<file path="src/rtl/vec_collect.sv">
// rtl/vec_collect.sv - reassembles BUS_WIDTH beats into full vectors with their popcount
// Output register is loaded straight from the assembly words plus the completing beat.
module vec_collect #(
    parameter int VECTOR_WIDTH  = 920,
    parameter int BUS_WIDTH     = 128,
    parameter int SUB_VECTOR_NO = (VECTOR_WIDTH + BUS_WIDTH - 1) / BUS_WIDTH,
    parameter int CNT_WIDTH     = $clog2(VECTOR_WIDTH)
) (
    input  logic                    clk,
    input  logic                    rst,
    input  logic [BUS_WIDTH-1:0]    up_SubVector,
    input  logic                    up_Valid,
    input  logic [CNT_WIDTH-1:0]    up_Cnt,
    input  logic                    up_CntNew,
    input  logic                    up_Last,
    output logic                    up_Ready,
    output logic [VECTOR_WIDTH-1:0] dn_Vector,
    output logic [CNT_WIDTH-1:0]    dn_Cnt,
    output logic                    dn_Last,
    output logic                    dn_Valid,
    input  logic                    dn_Ready,
    output logic                    o_CntErr
);

    localparam int IDX_W  = (SUB_VECTOR_NO > 1) ? $clog2(SUB_VECTOR_NO) : 1;
    localparam int ASM_W  = (SUB_VECTOR_NO - 1) * BUS_WIDTH;
    localparam int TAIL_W = VECTOR_WIDTH - ASM_W;
    localparam logic [IDX_W-1:0] LAST_IDX = IDX_W'(SUB_VECTOR_NO - 1);

    logic [IDX_W-1:0]        idx_q, idx_d;
    logic [ASM_W-1:0]        asm_q, asm_d;
    logic [VECTOR_WIDTH-1:0] vec_q, vec_d;
    logic [CNT_WIDTH-1:0]    cnt_q, cnt_d;
    logic                    last_q, last_d;
    logic                    valid_q, valid_d;
    logic                    err_q, err_d;

    logic is_last_word;
    logic beat_acc;
    logic complete_acc;

    assign is_last_word = (idx_q == LAST_IDX);
    // Only the completing beat can stall, and only while the output slot stays occupied.
    assign up_Ready     = !is_last_word || !valid_q || dn_Ready;
    assign beat_acc     = up_Valid && up_Ready;
    assign complete_acc = beat_acc && is_last_word;

    always_comb begin
        idx_d   = idx_q;
        asm_d   = asm_q;
        vec_d   = vec_q;
        cnt_d   = cnt_q;
        last_d  = last_q;
        valid_d = valid_q && !dn_Ready;
        err_d   = err_q;

        if (beat_acc) begin
            idx_d = is_last_word ? '0 : idx_q + 1'b1;
            for (int k = 0; k < SUB_VECTOR_NO - 1; k++) begin
                if (idx_q == IDX_W'(k)) begin
                    asm_d[k*BUS_WIDTH +: BUS_WIDTH] = up_SubVector;
                end
            end
            if ((up_CntNew != is_last_word) ||
                (is_last_word && (32'(up_Cnt) > VECTOR_WIDTH))) begin
                err_d = 1'b1;
            end
        end

        if (complete_acc) begin
            vec_d   = {up_SubVector[TAIL_W-1:0], asm_q};
            cnt_d   = up_Cnt;
            last_d  = up_Last;
            valid_d = 1'b1;
        end
    end

    always_ff @(posedge clk or posedge rst) begin
        if (rst) begin
            idx_q   <= '0;
            asm_q   <= '0;
            vec_q   <= '0;
            cnt_q   <= '0;
            last_q  <= 1'b0;
            valid_q <= 1'b0;
            err_q   <= 1'b0;
        end else begin
            idx_q   <= idx_d;
            asm_q   <= asm_d;
            vec_q   <= vec_d;
            cnt_q   <= cnt_d;
            last_q  <= last_d;
            valid_q <= valid_d;
            err_q   <= err_d;
        end
    end

    assign dn_Vector = vec_q;
    assign dn_Cnt    = cnt_q;
    assign dn_Last   = last_q;
    assign dn_Valid  = valid_q;
    assign o_CntErr  = err_q;

endmodule

</file>
<file path="config.mk">
export PLATFORM = sky130hd
export DESIGN_NAME = vec_collect
export DESIGN_NICKNAME = d
export VERILOG_FILES = /design/src/rtl/vec_collect.sv
export SDC_FILE = /design/constraint.sdc
export NUM_CORES = 2
export LEC_CHECK = 0
export CAP_MARGIN = 40
export CORE_AREA = 2 2 424 426
export DETAILED_ROUTE_END_ITERATION = 8
export DIE_AREA = 0 0 426 428
export DONT_BUFFER_PORTS = 1
export GPL_ROUTABILITY_DRIVEN = 0
export PLACE_DENSITY = 0.65
export SLEW_MARGIN = 25
export SYNTH_ARGS = -nofsm -noshare
export SYNTH_HDL_FRONTEND = slang
export SYNTH_SLANG_ARGS = --single-unit
</file>
<file path="constraint.sdc">
create_clock -name clk -period 73.8 [get_ports clk]
set_input_delay 7.38 -clock clk [delete_from_list [all_inputs] [get_ports clk]]
set_output_delay 7.38 -clock clk [all_outputs]
set_load 0.05 [all_outputs]
</file>
Word-level counts from Yosys, hierarchy flattened
Cells that the tools add are included.
- bits in read-only memories: 0
- logic and storage cells: 44
- register bits: 1832
- latch bits: 0
- RAM bits: 0
- bits of input ports: 144
- memories kept: 0
- mux-type cells: 2
- add/subtract/negate cells: 1
- reductions and logical operators: 19
- shift operators: 0
- multiply operators: 0
- divide/modulo/power cells: 0
- eq/ne operators: 8
- bitwise logic cells: 0
- $lt $le $gt $ge: 1
- operators with widths (cell ; count):
    AND reduction 2 bit ; 8
    equality test 3 bit, second input constant ; 4
    > comparator 10 bit, second input constant ; 1
    equality test 3 x 2 -> 1 bit, second input constant ; 2
    logical AND 1 bit ; 4
    adder 3 x 1 -> 3 bit, second input constant ; 1
    equality test 3 x 1 -> 1 bit, second input constant ; 1
    logical NOT 1 bit ; 3
    logical NOT 3 bit ; 1
    logical OR 1 bit ; 3
    2-to-1 mux 3 bit ; 1
    2-to-1 mux 1 bit ; 1
    inequality test 1 bit ; 1

Logic depth before layout (Yosys ltp)
- word-level depth: 7
- mapped depth: 7

Worst setup path after synthesis
No wires, ideal clock.
- path kind: input -> output
- start point: input port dn_Ready
- end point: output port up_Ready
- required time: 66.420 ns
- cell stages on the path: 1
- arrival time: 7.654 ns
- slack: 58.766 ns
- cell sequence: nand3b_4
- cells in the longest elaborated chain, start to end: 1
- ends and longest elaborated chain (element ; RTL line ; source):
    start, declared ; 21 ; input logic dn_Ready,
    logical OR 1 bit ; 44 ; assign up_Ready = !is_last_word || !valid_q || dn_Ready;
    end, declared ; 16 ; output logic up_Ready,
No other way between the ends.

Worst setup path after layout
Ends and elaborated chain as after synthesis.

==> impl_metrics.ini <==
[synthesis]
postSynthAreaPerCell_um2 = 17.5
netlist_area_mm2 = 0.0681
synth_async_sr_flop_share = 1.00
yosys_warnings = 0
ys_seq_area_frac = 0.673
syn-num-nets = 4044
synth_cell_types = 23
synth_seq_cells = 1832
synth_edf_count = 0
synth_flop_cell = dfrtp_1
syn-instance-count = 3894

[cts]
htreeDepth = 4
cts_buffer_depth = 3
ctsHoldBuffers = 0
cts-root-buf = clkbuf_16
postCtsSetupRepairBufs = 0
cts_sinks = 1832
cts_buffers = 185
clk_latency_ns = 0.83
cts_resized = 0
path_clk_slew_ns = 0.06
cts_tree = done

[cells_and_area]
drive_gt1_frac = 0.537
syn_to_final_growth_pct = 13.1
nNetsFinal = 4116
final_common_cell = dfrtp_1
final_cell_mix = dfrtp_1 (1,832), mux2_2 (1,828), clkbuf_16 (188)

[drt]
drt_iter0_markers = 1686
wl_met1_um = 62800
firstDrtPassIters = 4
wl_met2_um = 85600
avgRoutedWirePerCell_um = 26.7
drcViolationCount = 0
ant_nets = 0
routed.top_layer = met4
wl_met3_um = 15400
via_per_inst = 5.17
wl_um = 172000
vias = 33469

[worst_setup_path]
r2r_start = idx_q[0]
worst_setup_path_start_kind = primary input
worstPathMaxFanout = 10
crit_path_max_incr_delay_ns = 0.30
cp_slowest_cell = nand3b_4
reg2reg_slack_ns = 67.89
cp.arrival_ns = 7.69
critical_path.cell_chain = nand3b_4
reg2reg_depth = 11
critPathKind = in -> out
crit_buf_inv = 0
rr_endpoint = dn_Vector[600]
required_ns = 66.42
cp-end-kind = output port
cp_top_family = simple AND/OR/NAND/NOR gates

[worst_hold_path]
holdCritPathClass = reg -> reg
holdPathEnd = dn_Vector[652]
worstHoldPathCells = 1
worstHoldStart = asm_q[652]

[timing]
timing.fmax_ghz = 0.0664
hold_viol_final = 0
period_needed_ns = 15.07
worstMarginPinSlew_ns = 1.00
fin_hold_ws_ns = 0.483
fin_skew_ns = 0.0319
fin_tns_setup_ns = 0
rsz0062_at_grt = false
setup_viol = 0
period_share = 0.204
maxSlewViolCount = 0
maxSlewHeadroom = 0.330

[floorplan]
die_area_mm2 = 0.182
initial_core_util = 0.383
die_x_um = 426
rows = 155
die_y_um = 428
coreArea_mm2 = 0.178
pin_count = 1078

[global_route]
antenna_found_initial = 7
grt_util_all_layers = 0.187
grt_pass1_vias = 34961
grt_pass1_wl_um = 251000
grt_overflow = 0
grt_max_degree = 187

[place]
dp_hpwl_um = 116000
port_buffers = 0

[status]
outcome = completed

[flow_run]
drv_cap = 0
## layer usage
| layer | vias up | global-route usage |
|---|---|---|
| met1 | 18172 | 0.209 |
| met4 | 0 | 0.0905 |
| met5 | - | 0 |
| li1 | 13993 | - |
| met2 | 969 | 0.313 |
| met3 | 335 | 0.0700 |
## logic make-up (layout without fill, tap and decap cells)
| kind of cell | Yosys count | count (layout) | share of synthesized area |
|---|---|---|---|
| AND/OR/NAND/NOR | 15 | 15 | 0.00145 |
| flip-flops | 1832 | 1832 | 0.673 |
| other | 0 | 4 | 0 |
| multiplexers | 1829 | 1829 | 0.302 |
| buffers and inverters | 207 | 422 | 0.0213 |
| AO/OA/AOI/OAI | 5 | 5 | 0.000588 |
| adder cells (fa/ha/maj) | 6 | 6 | 0.00110 |
## synth_stat cells (3+ instances only)
cell      instances  area, µm²
dfrtp_1        1832      45800
nand4_1           5       31.3
inv_1             5       18.8
clkbuf_1          4       15.0
nand2_1           3       11.3
ha_1              6       75.1
buf_4            16        120
buf_6            62        698
mux2_2         1828      20600
buf_2           120        601
## worst max-delay path by stage
stage              from       end  cells after the start
4_1_cts        dn_Ready  up_Ready                      1
3_3_place_gp   dn_Ready  up_Ready                      1
5_1_grt        dn_Ready  up_Ready                      1
6_report       dn_Ready  up_Ready                      1
2_1_floorplan       rst  asm_q[0]                      1
3_5_place_dp   dn_Ready  up_Ready                      1
## registers in the layout, summed over array words and instances (netlist names)
name and cells:
dn_Valid 1, dn_Cnt 10, o_CntErr 1, asm_q 896, dn_Vector 920, idx_q 3
dn_Last 1
## stage by stage
stage               utilization  cells  setup slack (ns)  instance area (µm²)
floorplan                     -   3894             14.69                68100
global placement          0.395   6100             58.75                70100
detailed placement        0.397   6119             58.74                70600
CTS                       0.431   6449             58.74                76600
global route              0.434   6465             58.73                77000
finish                    0.434   6468             58.73                77000
## cell type report
class	instances	area (µm²)
Antenna cell	4	10.0
Clock buffer	273	5420
Clock inverter	57	641
Fill cell	15667	101000
Inverter	5	26.3
Multi-Input combinational cell	1855	20800
Sequential cell	1832	45800
Tap cell	2355	2950
Timing Repair Buffer	87	1310
Power is not shown: default switching activity piles up to over one toggle a cycle in this logic, so the estimate is an artifact.
